## src/rtl/cam_table_mgr.sv

```systemverilog
// Command front-end for the block-RAM CAM: insert/delete by key, slot allocation
// from a valid bitmap, CAM write handshake, one status response per request.
module cam_table_mgr #(
  parameter int DATA_WIDTH = 64,
  parameter int ADDR_WIDTH = 5
) (
  input  logic                  clk,
  input  logic                  rst,
  input  logic                  req_valid,
  output logic                  req_ready,
  input  logic                  req_op,
  input  logic [DATA_WIDTH-1:0] req_key,
  output logic                  rsp_valid,
  input  logic                  rsp_ready,
  output logic [1:0]            rsp_status,
  output logic [ADDR_WIDTH-1:0] rsp_addr,
  output logic [ADDR_WIDTH:0]   entry_count,
  output logic [ADDR_WIDTH-1:0] cam_write_addr,
  output logic [DATA_WIDTH-1:0] cam_write_data,
  output logic                  cam_write_delete,
  output logic                  cam_write_enable,
  input  logic                  cam_write_busy,
  output logic [DATA_WIDTH-1:0] cam_compare_data,
  input  logic                  cam_match,
  input  logic [ADDR_WIDTH-1:0] cam_match_addr
);
  localparam int RAM_DEPTH = 2**ADDR_WIDTH;
  localparam logic [ADDR_WIDTH:0] CNT_ONE = 1;
  localparam logic [1:0] ST_OK = 2'd0, ST_FULL = 2'd1, ST_NF = 2'd2, ST_EXISTS = 2'd3;

  typedef enum logic [2:0] {
    S_IDLE, S_LOOKUP, S_DECIDE, S_ISSUE, S_WAIT_START, S_WAIT_DONE, S_RESP
  } state_e;

  state_e                  state_q, state_d;
  logic                    op_q, op_d;
  logic [RAM_DEPTH-1:0]    bitmap_q, bitmap_d;
  logic [ADDR_WIDTH:0]     cnt_q, cnt_d;
  logic [ADDR_WIDTH-1:0]   wa_q, wa_d;
  logic [DATA_WIDTH-1:0]   wd_q, wd_d;
  logic [DATA_WIDTH-1:0]   cmp_q, cmp_d;
  logic                    wdel_q, wdel_d;
  logic                    we_q, we_d;
  logic                    rdy_q, rdy_d;
  logic                    rv_q, rv_d;
  logic [1:0]              st_q, st_d;
  logic [ADDR_WIDTH-1:0]   ra_q, ra_d;
  logic                    guard_q, guard_d;
  logic [ADDR_WIDTH-1:0]   free_slot;
  logic                    full;
  logic                    accept;

  assign full   = &bitmap_q;
  assign accept = req_valid && rdy_q;

  // Lowest-index free slot; scanning downward lets the lowest index win.
  always_comb begin
    free_slot = '0;
    for (int i = RAM_DEPTH-1; i >= 0; i--)
      if (!bitmap_q[i]) free_slot = i[ADDR_WIDTH-1:0];
  end

  always_ff @(posedge clk or posedge rst) begin
    if (rst) begin
      state_q  <= S_IDLE;
      op_q     <= 1'b0;
      bitmap_q <= '0;
      cnt_q    <= '0;
      wa_q     <= '0;
      wd_q     <= '0;
      cmp_q    <= '0;
      wdel_q   <= 1'b0;
      we_q     <= 1'b0;
      rdy_q    <= 1'b0;
      rv_q     <= 1'b0;
      st_q     <= '0;
      ra_q     <= '0;
      guard_q  <= 1'b0;
    end else begin
      state_q  <= state_d;
      op_q     <= op_d;
      bitmap_q <= bitmap_d;
      cnt_q    <= cnt_d;
      wa_q     <= wa_d;
      wd_q     <= wd_d;
      cmp_q    <= cmp_d;
      wdel_q   <= wdel_d;
      we_q     <= we_d;
      rdy_q    <= rdy_d;
      rv_q     <= rv_d;
      st_q     <= st_d;
      ra_q     <= ra_d;
      guard_q  <= guard_d;
    end
  end

  always_comb begin
    state_d = state_q;
    unique case (state_q)
      S_IDLE:       if (accept) state_d = S_LOOKUP;
      S_LOOKUP:     state_d = S_DECIDE;
      S_DECIDE:     state_d = (op_q ? cam_match : (!cam_match && !full)) ? S_ISSUE : S_RESP;
      S_ISSUE:      if (!cam_write_busy) state_d = S_WAIT_START;
      // Busy may never be observed if the CAM finishes instantly; give up after two cycles.
      S_WAIT_START: if (cam_write_busy || guard_q) state_d = S_WAIT_DONE;
      S_WAIT_DONE:  if (!cam_write_busy) state_d = S_RESP;
      S_RESP:       if (rsp_ready) state_d = S_IDLE;
      default:      state_d = S_IDLE;
    endcase
  end

  always_comb begin
    op_d     = op_q;
    bitmap_d = bitmap_q;
    cnt_d    = cnt_q;
    wa_d     = wa_q;
    wd_d     = wd_q;
    cmp_d    = cmp_q;
    wdel_d   = wdel_q;
    we_d     = 1'b0;
    rdy_d    = (state_d == S_IDLE) && !cam_write_busy;
    rv_d     = rv_q;
    st_d     = st_q;
    ra_d     = ra_q;
    guard_d  = guard_q;
    unique case (state_q)
      S_IDLE: if (accept) begin
        op_d  = req_op;
        cmp_d = req_key;
      end
      S_DECIDE: begin
        if (!op_q) begin
          if (cam_match) begin
            st_d = ST_EXISTS; ra_d = cam_match_addr; rv_d = 1'b1;
          end else if (full) begin
            st_d = ST_FULL; ra_d = '0; rv_d = 1'b1;
          end else begin
            wa_d = free_slot; wd_d = cmp_q; wdel_d = 1'b0;
          end
        end else begin
          if (!cam_match) begin
            st_d = ST_NF; ra_d = '0; rv_d = 1'b1;
          end else begin
            wa_d = cam_match_addr; wdel_d = 1'b1;
          end
        end
      end
      S_ISSUE: if (!cam_write_busy) begin
        we_d    = 1'b1;
        guard_d = 1'b0;
      end
      S_WAIT_START: guard_d = 1'b1;
      S_WAIT_DONE: if (!cam_write_busy) begin
        // Bit checks keep the count consistent with the bitmap even on a stale CAM hit.
        if (wdel_q) begin
          if (bitmap_q[wa_q]) cnt_d = cnt_q - CNT_ONE;
          bitmap_d[wa_q] = 1'b0;
        end else begin
          if (!bitmap_q[wa_q]) cnt_d = cnt_q + CNT_ONE;
          bitmap_d[wa_q] = 1'b1;
        end
        st_d = ST_OK;
        ra_d = wa_q;
        rv_d = 1'b1;
      end
      S_RESP: if (rsp_ready) rv_d = 1'b0;
      default: ;
    endcase
  end

  assign req_ready        = rdy_q;
  assign rsp_valid        = rv_q;
  assign rsp_status       = st_q;
  assign rsp_addr         = ra_q;
  assign entry_count      = cnt_q;
  assign cam_write_addr   = wa_q;
  assign cam_write_data   = wd_q;
  assign cam_write_delete = wdel_q;
  assign cam_write_enable = we_q;
  assign cam_compare_data = cmp_q;
endmodule

```

## config.mk

```make
export PLATFORM = sky130hd
export DESIGN_NAME = cam_table_mgr
export DESIGN_NICKNAME = d
export VERILOG_FILES = /design/src/rtl/cam_table_mgr.sv
export SDC_FILE = /design/constraint.sdc
export NUM_CORES = 1
export LEC_CHECK = 0
export CAP_MARGIN = 10
export CORE_MARGIN = 2
export CORE_UTILIZATION = 48
export DETAILED_ROUTE_END_ITERATION = 16
export PLACE_DENSITY = 0.76
export SLEW_MARGIN = 20
export SYNTH_ARGS = -nofsm -noshare
export SYNTH_HDL_FRONTEND = slang
export SYNTH_SLANG_ARGS = --single-unit
```

## constraint.sdc

```tcl
create_clock -name clk -period 8.1 [get_ports clk]
set_input_delay 1.215 -clock clk [delete_from_list [all_inputs] [get_ports clk]]
set_output_delay 1.215 -clock clk [all_outputs]
set_load 0.005 [all_outputs]
```

==> results.sh, run 1 <==
export IMPL_worstMarginPinSlew_ns=1.06
export IMPL_synth_seq_cells=187
export IMPL_run_status="complete, no violations"
export IMPL_clock_tree_htree_level_count=4
export IMPL_synth_enable_flop_cells=0
export IMPL_worst_setup_path_start_kind="flip-flop"
export IMPL_cts_tree="yes"
export IMPL_clock_sink_total=187
export IMPL_drv_max_cap_violation_count=0
export IMPL_i_o_pin_count=226
export IMPL_floorplan_initialDensity_pct=49.0
export IMPL_path_cells="clkdlybuf4s50_1"
export IMPL_fmax_mhz=299
export IMPL_holdCritStartpoint="cam_write_data[43]"
export IMPL_multi_input_area_um2=3240
export IMPL_p_total_mw=3.95
export IMPL_layout_cells_most_common="clkdlybuf4s50_1"
export IMPL_groute_usage_overall_pct=22.8
export IMPL_synth_top_cell_area_share_pct=57.6
export IMPL_power_leakage_nw=4.84
export IMPL_hold_path_class="flip-flop to flip-flop"
export IMPL_regToRegEndpoint="entry_count[2]"
export IMPL_synth_area_top_cells="dfrtp_1 (58%), mux2_1 (12%), mux2_2 (5.7%)"
export IMPL_cts_clk_slew_worst_paths_ns=0.07
export IMPL_worstPathRequired_ns=6.88
export IMPL_finalWorstPathRequiredPeriod_ns=3.35
export IMPL_detailedRoute_firstPassIterationCount=8
export IMPL_largest_area_contributor_in_the_synthesized_netlist="dfrtp_1"
export IMPL_pre_cts_ws_ns=4.60
export IMPL_largest_net_degree_at_the_start_of_global_routing=114
export IMPL_tritoncts_num_buffers=17
export IMPL_wl_per_cell_um=18.0
export IMPL_syn_avg_cell_area_um2=12.5
export IMPL_floorplan_die_width_um=134
export IMPL_slew_headroom_pct=29.3
export IMPL_place_gp_congestion=0.821
export IMPL_synthesis_nets=730
export IMPL_ff2ff_path_depth=7
export IMPL_floorplan_rows=47
export IMPL_dr_total_vias=5969
export IMPL_grt_remaining_overflow=0
export IMPL_cp_slowest_stage_delay_ns=1.04
export IMPL_setup_total_negative_slack_ns=0
export IMPL_largest_voltage_drop_on_the_vdd_net_mv=0.214
export IMPL_report_final_hold_viol_count=0
export IMPL_finish_cell_count_without_fillers=1098
export IMPL_place_inst=1065
export IMPL_antennaDiodeCount=0
export IMPL_fp_dieArea_um2=18000
export IMPL_end_kind="output port"
export IMPL_synthesis_area_um2=8120
export IMPL_first_global_vias=6411
export IMPL_die_h_um=134
export IMPL_critPathMaxFanout=25
export IMPL_post_route_util_pct=67.2
export IMPL_synth_warning_count=0
export IMPL_setup_slack_ns=4.75
export IMPL_global_route_wire_length_before_repair_mm=32.5
export IMPL_synth_yosys_seq_area_share_pct=57.6
export IMPL_avgViaCountPerCell=5.44
export IMPL_synthesized_instance_count=649
export IMPL_startpoint_of_the_worst_register_to_register_path="cam_write_addr[1]"
export IMPL_port_buffer_count=225
export IMPL_fin_nets=946
export IMPL_netlist_cell_type_count=47
export IMPL_totalWireLength_mm=19.8
export IMPL_cts_repair_resize_count=0
export IMPL_route_detailed_drc=0
export IMPL_postRouteAntennaNets=0
export IMPL_crit_buf_inv=1
export IMPL_fraction_of_final_layout_cells_with_drive_strength_greater_than_1_pct=10.3
export IMPL_initialDrtViolationCount=227
export IMPL_core_region_area_um2=16600
export IMPL_holdPathEnd="cam_write_data[43]"
export IMPL_worst_r2r_setup_slack_ns=5.17
export IMPL_worst_ep_arrival_time_ns=2.13
export IMPL_path_delay_family="flip-flops"
export IMPL_final_cell_mix="clkdlybuf4s50_1 (225), dfrtp_1 (186), mux2_1 (89), nor2_1 (48), a21oi_1 (42)"
export IMPL_fill_cells=1214
export IMPL_dpl_hpwl_mm=14.1
export IMPL_ctsRootBufferMaster="clkbuf_16"
export IMPL_cp_depth=1
export IMPL_holdBufCountCts=0
export IMPL_antenna_found_initial=0
export IMPL_async_flop_share_pct=100
export IMPL_clock_network_latency_to_the_later_pin_of_the_worst_skew_pair_ns=0.43
export IMPL_timing_setup_critical_path_class="flip-flop to output port"
export IMPL_cp_startpoint="cam_write_addr[1]"
export IMPL_areaGrowthSynthToFinish_pct=37.1
export IMPL_seqCellArea_um2=4680
export IMPL_skew_ns=0.0145
export IMPL_power_per_cell_area_nw_per_um2=355
export IMPL_postSynth_topFlopCell="dfrtp_1"
export IMPL_final_period_utilization_pct=41.3
export IMPL_report_final_slew_viol_count=0
export IMPL_critical_path_slowest_cell="dfrtp_1"
export IMPL_setup_viol=0
export IMPL_post_cts_repair_setup_buffers=0
export IMPL_hold_depth=1
export IMPL_rsz0062_at_grt="false"
export IMPL_clk_path_buf_depth=2
==> cell usage after synthesis (2+ instances only) <==
master    instances
buf_2             7
mux2_2           41
buf_1             4
nor4_1            4
mux4_2            5
xnor2_1           5
a31oi_1          24
nand3b_1          4
nand3_1          18
clkbuf_1         18
a21o_1            3
nand2b_1          6
a221oi_1          3
o21ai_0          14
o211ai_1          2
nand2_1          33
nor2_1           49
inv_1            14
a21oi_1          42
ha_1              4
mux2i_1          18
dfrtp_1         187
o21ai_1           9
nand4_1          10
and2_0            2
buf_6             2
mux2_1           89
mux2_4            3
nor3b_1           3
nor2b_1           6
nor3_1            4
==> kinds of logic after synthesis <==
kind of cell / Yosys count / synth area share, %
buffers and inverters: 46 / 2.62
xor gates and xnor gates: 6 / 0.739
and+or+nand+nor: 143 / 8.40
AOI/OAI and AO/OA: 105 / 7.42
muxes: 157 / 22.4
adders and majority gates: 5 / 0.863
DFF: 187 / 57.6
==> power by group <==
part           switching (mW)  internal [mW]  leakage, nW
Clock                   0.355          0.468        0.281
Combinational           0.547          0.949         2.14
Sequential              0.347           1.29         2.41
==> worst max path at each step <==
stage | end | slack (ns)
detailed placement | cam_write_data[7] | 4.60
floorplan | async pin | 1.80
global route | cam_write_addr[1] | 4.70
global placement | cam_write_data[9] | 4.66
finish | cam_write_addr[1] | 4.75
CTS | cam_write_delete | 4.56
==> cell type report <==
| class | instances | share of cell area (%) |
|---|---|---|
| clock buffers | 21 | 4.04 |
| flip-flops and latches | 187 | 42.0 |
| inverters | 14 | 0.517 |
| clock inverters | 11 | 1.18 |
| multi-input cells | 416 | 29.1 |
| repair buffers | 229 | 20.7 |
| well taps | 220 | 2.47 |
==> stage by stage <==
| stage | instance area [um^2] | hold slack [ns] |
|---|---|---|
| 6_report | 11100 | 0.485 |
| 4_1_cts | 11100 | 0.491 |
| 3_3_place_gp | 10500 | 0.467 |
| 2_1_floorplan | 8120 | 0.469 |
| 5_1_grt | 11100 | 0.498 |
| 3_5_place_dp | 10500 | 0.474 |
==> routing by layer <==
metal / GRT usage, % / share of wire, % / vias to the layer above
met3: 9.64 / 10 / 26
met1: 27.6 / 40 / 2951
met2: 37.1 / 48 / 237
li1: - / - / 2755
met4: 7.66 / 2.0 / 0
met5: 0 / 0 / -
No activity file was read; power rests on OpenSTA's default activity.
==> run 2: changes to the inputs <==
clock period = 3.2 ns   (was 8.1 ns; I/O delays follow)
==> run 2 against run 1 <==
Clock-buffer cell count decreased by 1. Routed wire length increased by 2.7%. Worst setup slack got worse by 4.4 ns. Power grew to 2.5 times the previous value. Hold slack worse by 0.11 ns. Critical path type is now flip-flop to flip-flop.
==> results.sh, run 2 (synthesized netlist as in run 1, its figures left out) <==
export IMPL_run_status="complete, no violations"
export IMPL_cts_repair_resize_count=0
export IMPL_worstPathRequired_ns=3.51
export IMPL_layout_cells_most_common="clkdlybuf4s50_1"
export IMPL_fp_dieArea_um2=18000
export IMPL_dr_total_vias=6057
export IMPL_largest_net_degree_at_the_start_of_global_routing=75
export IMPL_fraction_of_final_layout_cells_with_drive_strength_greater_than_1_pct=11.1
export IMPL_finish_cell_count_without_fillers=1106
export IMPL_core_region_area_um2=16600
export IMPL_route_detailed_drc=0
export IMPL_skew_ns=0.0114
export IMPL_detailedRoute_firstPassIterationCount=5
export IMPL_end_kind="flip-flop"
export IMPL_pre_cts_ws_ns=0.399
export IMPL_use_met2_pct=40.0
export IMPL_startpoint_of_the_worst_register_to_register_path="cam_write_addr[1]"
export IMPL_floorplan_die_width_um=134
export IMPL_port_buffer_count=225
export IMPL_dpl_hpwl_mm=14.7
export IMPL_slew_headroom_pct=30.9
export IMPL_place_gp_congestion=0.900
export IMPL_p_switching_mw=3.21
export IMPL_power_leakage_nw=4.86
export IMPL_global_route_wire_length_before_repair_mm=33.8
export IMPL_areaGrowthSynthToFinish_pct=37.8
export IMPL_antenna_found_initial=0
export IMPL_largest_voltage_drop_on_the_vdd_net_mv=0.489
export IMPL_avgViaCountPerCell=5.48
export IMPL_setup_viol=0
export IMPL_report_final_hold_viol_count=0
export IMPL_floorplan_rows=47
export IMPL_worst_path_most_repeated_cell="mux2i_1"
export IMPL_tritoncts_num_buffers=17
export IMPL_timing_setup_critical_path_class="flip-flop to flip-flop"
export IMPL_groute_usage_overall_pct=23.8
export IMPL_final_cell_mix="clkdlybuf4s50_1 (225), dfrtp_1 (187), mux2_1 (89), nor2_1 (48), a21oi_1 (42)"
export IMPL_wl_per_cell_um=18.4
export IMPL_cts_tree="yes"
export IMPL_hold_path_class="input pin to async pin"
export IMPL_post_route_util_pct=67.5
export IMPL_power_per_cell_area_nw_per_um2=888
export IMPL_totalWireLength_mm=20.3
export IMPL_fin_nets=954
export IMPL_gr_usage_met1_pct=27.1
export IMPL_place_inst=1074
export IMPL_critical_path_slowest_cell="dfrtp_1"
export IMPL_holdBufCountCts=0
export IMPL_fmax_mhz=351
export IMPL_multi_input_area_um2=3240
export IMPL_initialDrtViolationCount=266
export IMPL_combPwrFrac_pct=39.4
export IMPL_clk_path_buf_depth=2
export IMPL_i_o_pin_count=226
export IMPL_final_period_utilization_pct=89.0
export IMPL_seqCellArea_um2=4680
export IMPL_worst_r2r_setup_slack_ns=0.35
export IMPL_cell_internal_pwr_mw=6.74
export IMPL_worst_setup_path_start_kind="flip-flop"
export IMPL_regToRegEndpoint="entry_count[3]"
export IMPL_postRouteAntennaNets=0
export IMPL_finalWorstPathRequiredPeriod_ns=2.85
export IMPL_ff2ff_path_depth=7
export IMPL_fill_cells=1230
export IMPL_drv_max_cap_violation_count=0
export IMPL_setup_total_negative_slack_ns=0
export IMPL_power_frac_clock_pct=19.9
export IMPL_ctsRootBufferMaster="clkbuf_16"
export IMPL_clock_sink_total=187
export IMPL_holdWs_ns=0.371
export IMPL_die_h_um=134
export IMPL_setup_slack_ns=0.353
export IMPL_cts_clk_slew_worst_paths_ns=0.07
export IMPL_critPathMaxFanout=25
export IMPL_report_final_slew_viol_count=0
export IMPL_clock_tree_htree_level_count=4
export IMPL_first_global_vias=6545
export IMPL_worst_ep_arrival_time_ns=3.16
export IMPL_rsz0062_at_grt="false"
export IMPL_worstMarginPinSlew_ns=1.04
export IMPL_antennaDiodeCount=0
export IMPL_clock_network_latency_to_the_later_pin_of_the_worst_skew_pair_ns=0.43
export IMPL_grt_remaining_overflow=0
export IMPL_floorplan_initialDensity_pct=49.0
export IMPL_pwr_share_seq_pct=40.7
export IMPL_grt_busiest_layer="met2"
export IMPL_sw_frac_of_total_pct=32.2
export IMPL_cp_slowest_stage_delay_ns=1.03
export IMPL_post_cts_repair_setup_buffers=0
export IMPL_grtUsageMet3_pct=10.5
export IMPL_path_cells="mux2i_1, mux4_2, mux2i_1, mux2i_2, xnor2_2, nor2_4, mux2_4"
-- run 2: cell count changes in the layout (fill, tap and decap cells not counted), sizes merged --
cell | before | now
clkinv | 2 | 6
buf | 4 | 12
clkbuf | 21 | 20
inv | 19 | 16
clkinvlp | 2 | 4
bufinv | 2 | 0
-- run 2: power by group through the flow --
stage | Clock [mW] | Combinational, mW | Sequential, mW
CTS | 2.03 | 3.98 | 4.06
floorplan | 0 | 1.84 | 3.89
finish | 1.98 | 3.92 | 4.05
global placement | 0 | 3.85 | 4.01
global route | 2.13 | 4.26 | 4.19
detailed placement | 0 | 3.95 | 4.09
-- run 2: critical path, delay by kind of cell (launching register included) --
kind / cells / cell delay, ns
multiplexers: 5 / 1.32
AND/OR/NAND/NOR: 1 / 0.20
flip-flops: 1 / 1.03
XOR/XNOR: 1 / 0.18
-- run 2: worst max path at each step --
stage,endpoint,slack [ns],startpoint,cells after the start
after global routing,entry_count[3],0.18,cam_write_addr[1],7
after detailed placement,entry_count[3],0.40,cam_write_addr[1],7
after CTS,entry_count[3],0.35,cam_write_addr[1],7
after floorplan,async pin,0.31,rst,1
after global placement,entry_count[4],0.52,cam_write_addr[1],7
final,entry_count[3],0.35,cam_write_addr[1],7
-- run 2: metrics by stage --
step | area, um^2 | power (mW)
after floorplan | 8130 | 5.74
after global placement | 10600 | 7.87
after detailed placement | 10600 | 8.04
after CTS | 11200 | 10.1
after global routing | 11200 | 10.6
final | 11200 | 9.94
-- run 2: layout make-up --
type | count | share of cell area [%]
flip-flops and latches | 187 | 41.8
multi-input cells | 416 | 28.9
repair buffers | 237 | 21.3
clock buffers | 20 | 3.99
well taps | 220 | 2.46
clock inverters | 12 | 1.02
inverters | 14 | 0.503
-- run 2: layer usage --
metal  share of wire (%)  up-vias
li1                    -     2773
met1                  38     3010
met2                  49      242
met3                  11       32
met4                 2.1        0
met5                   0        -
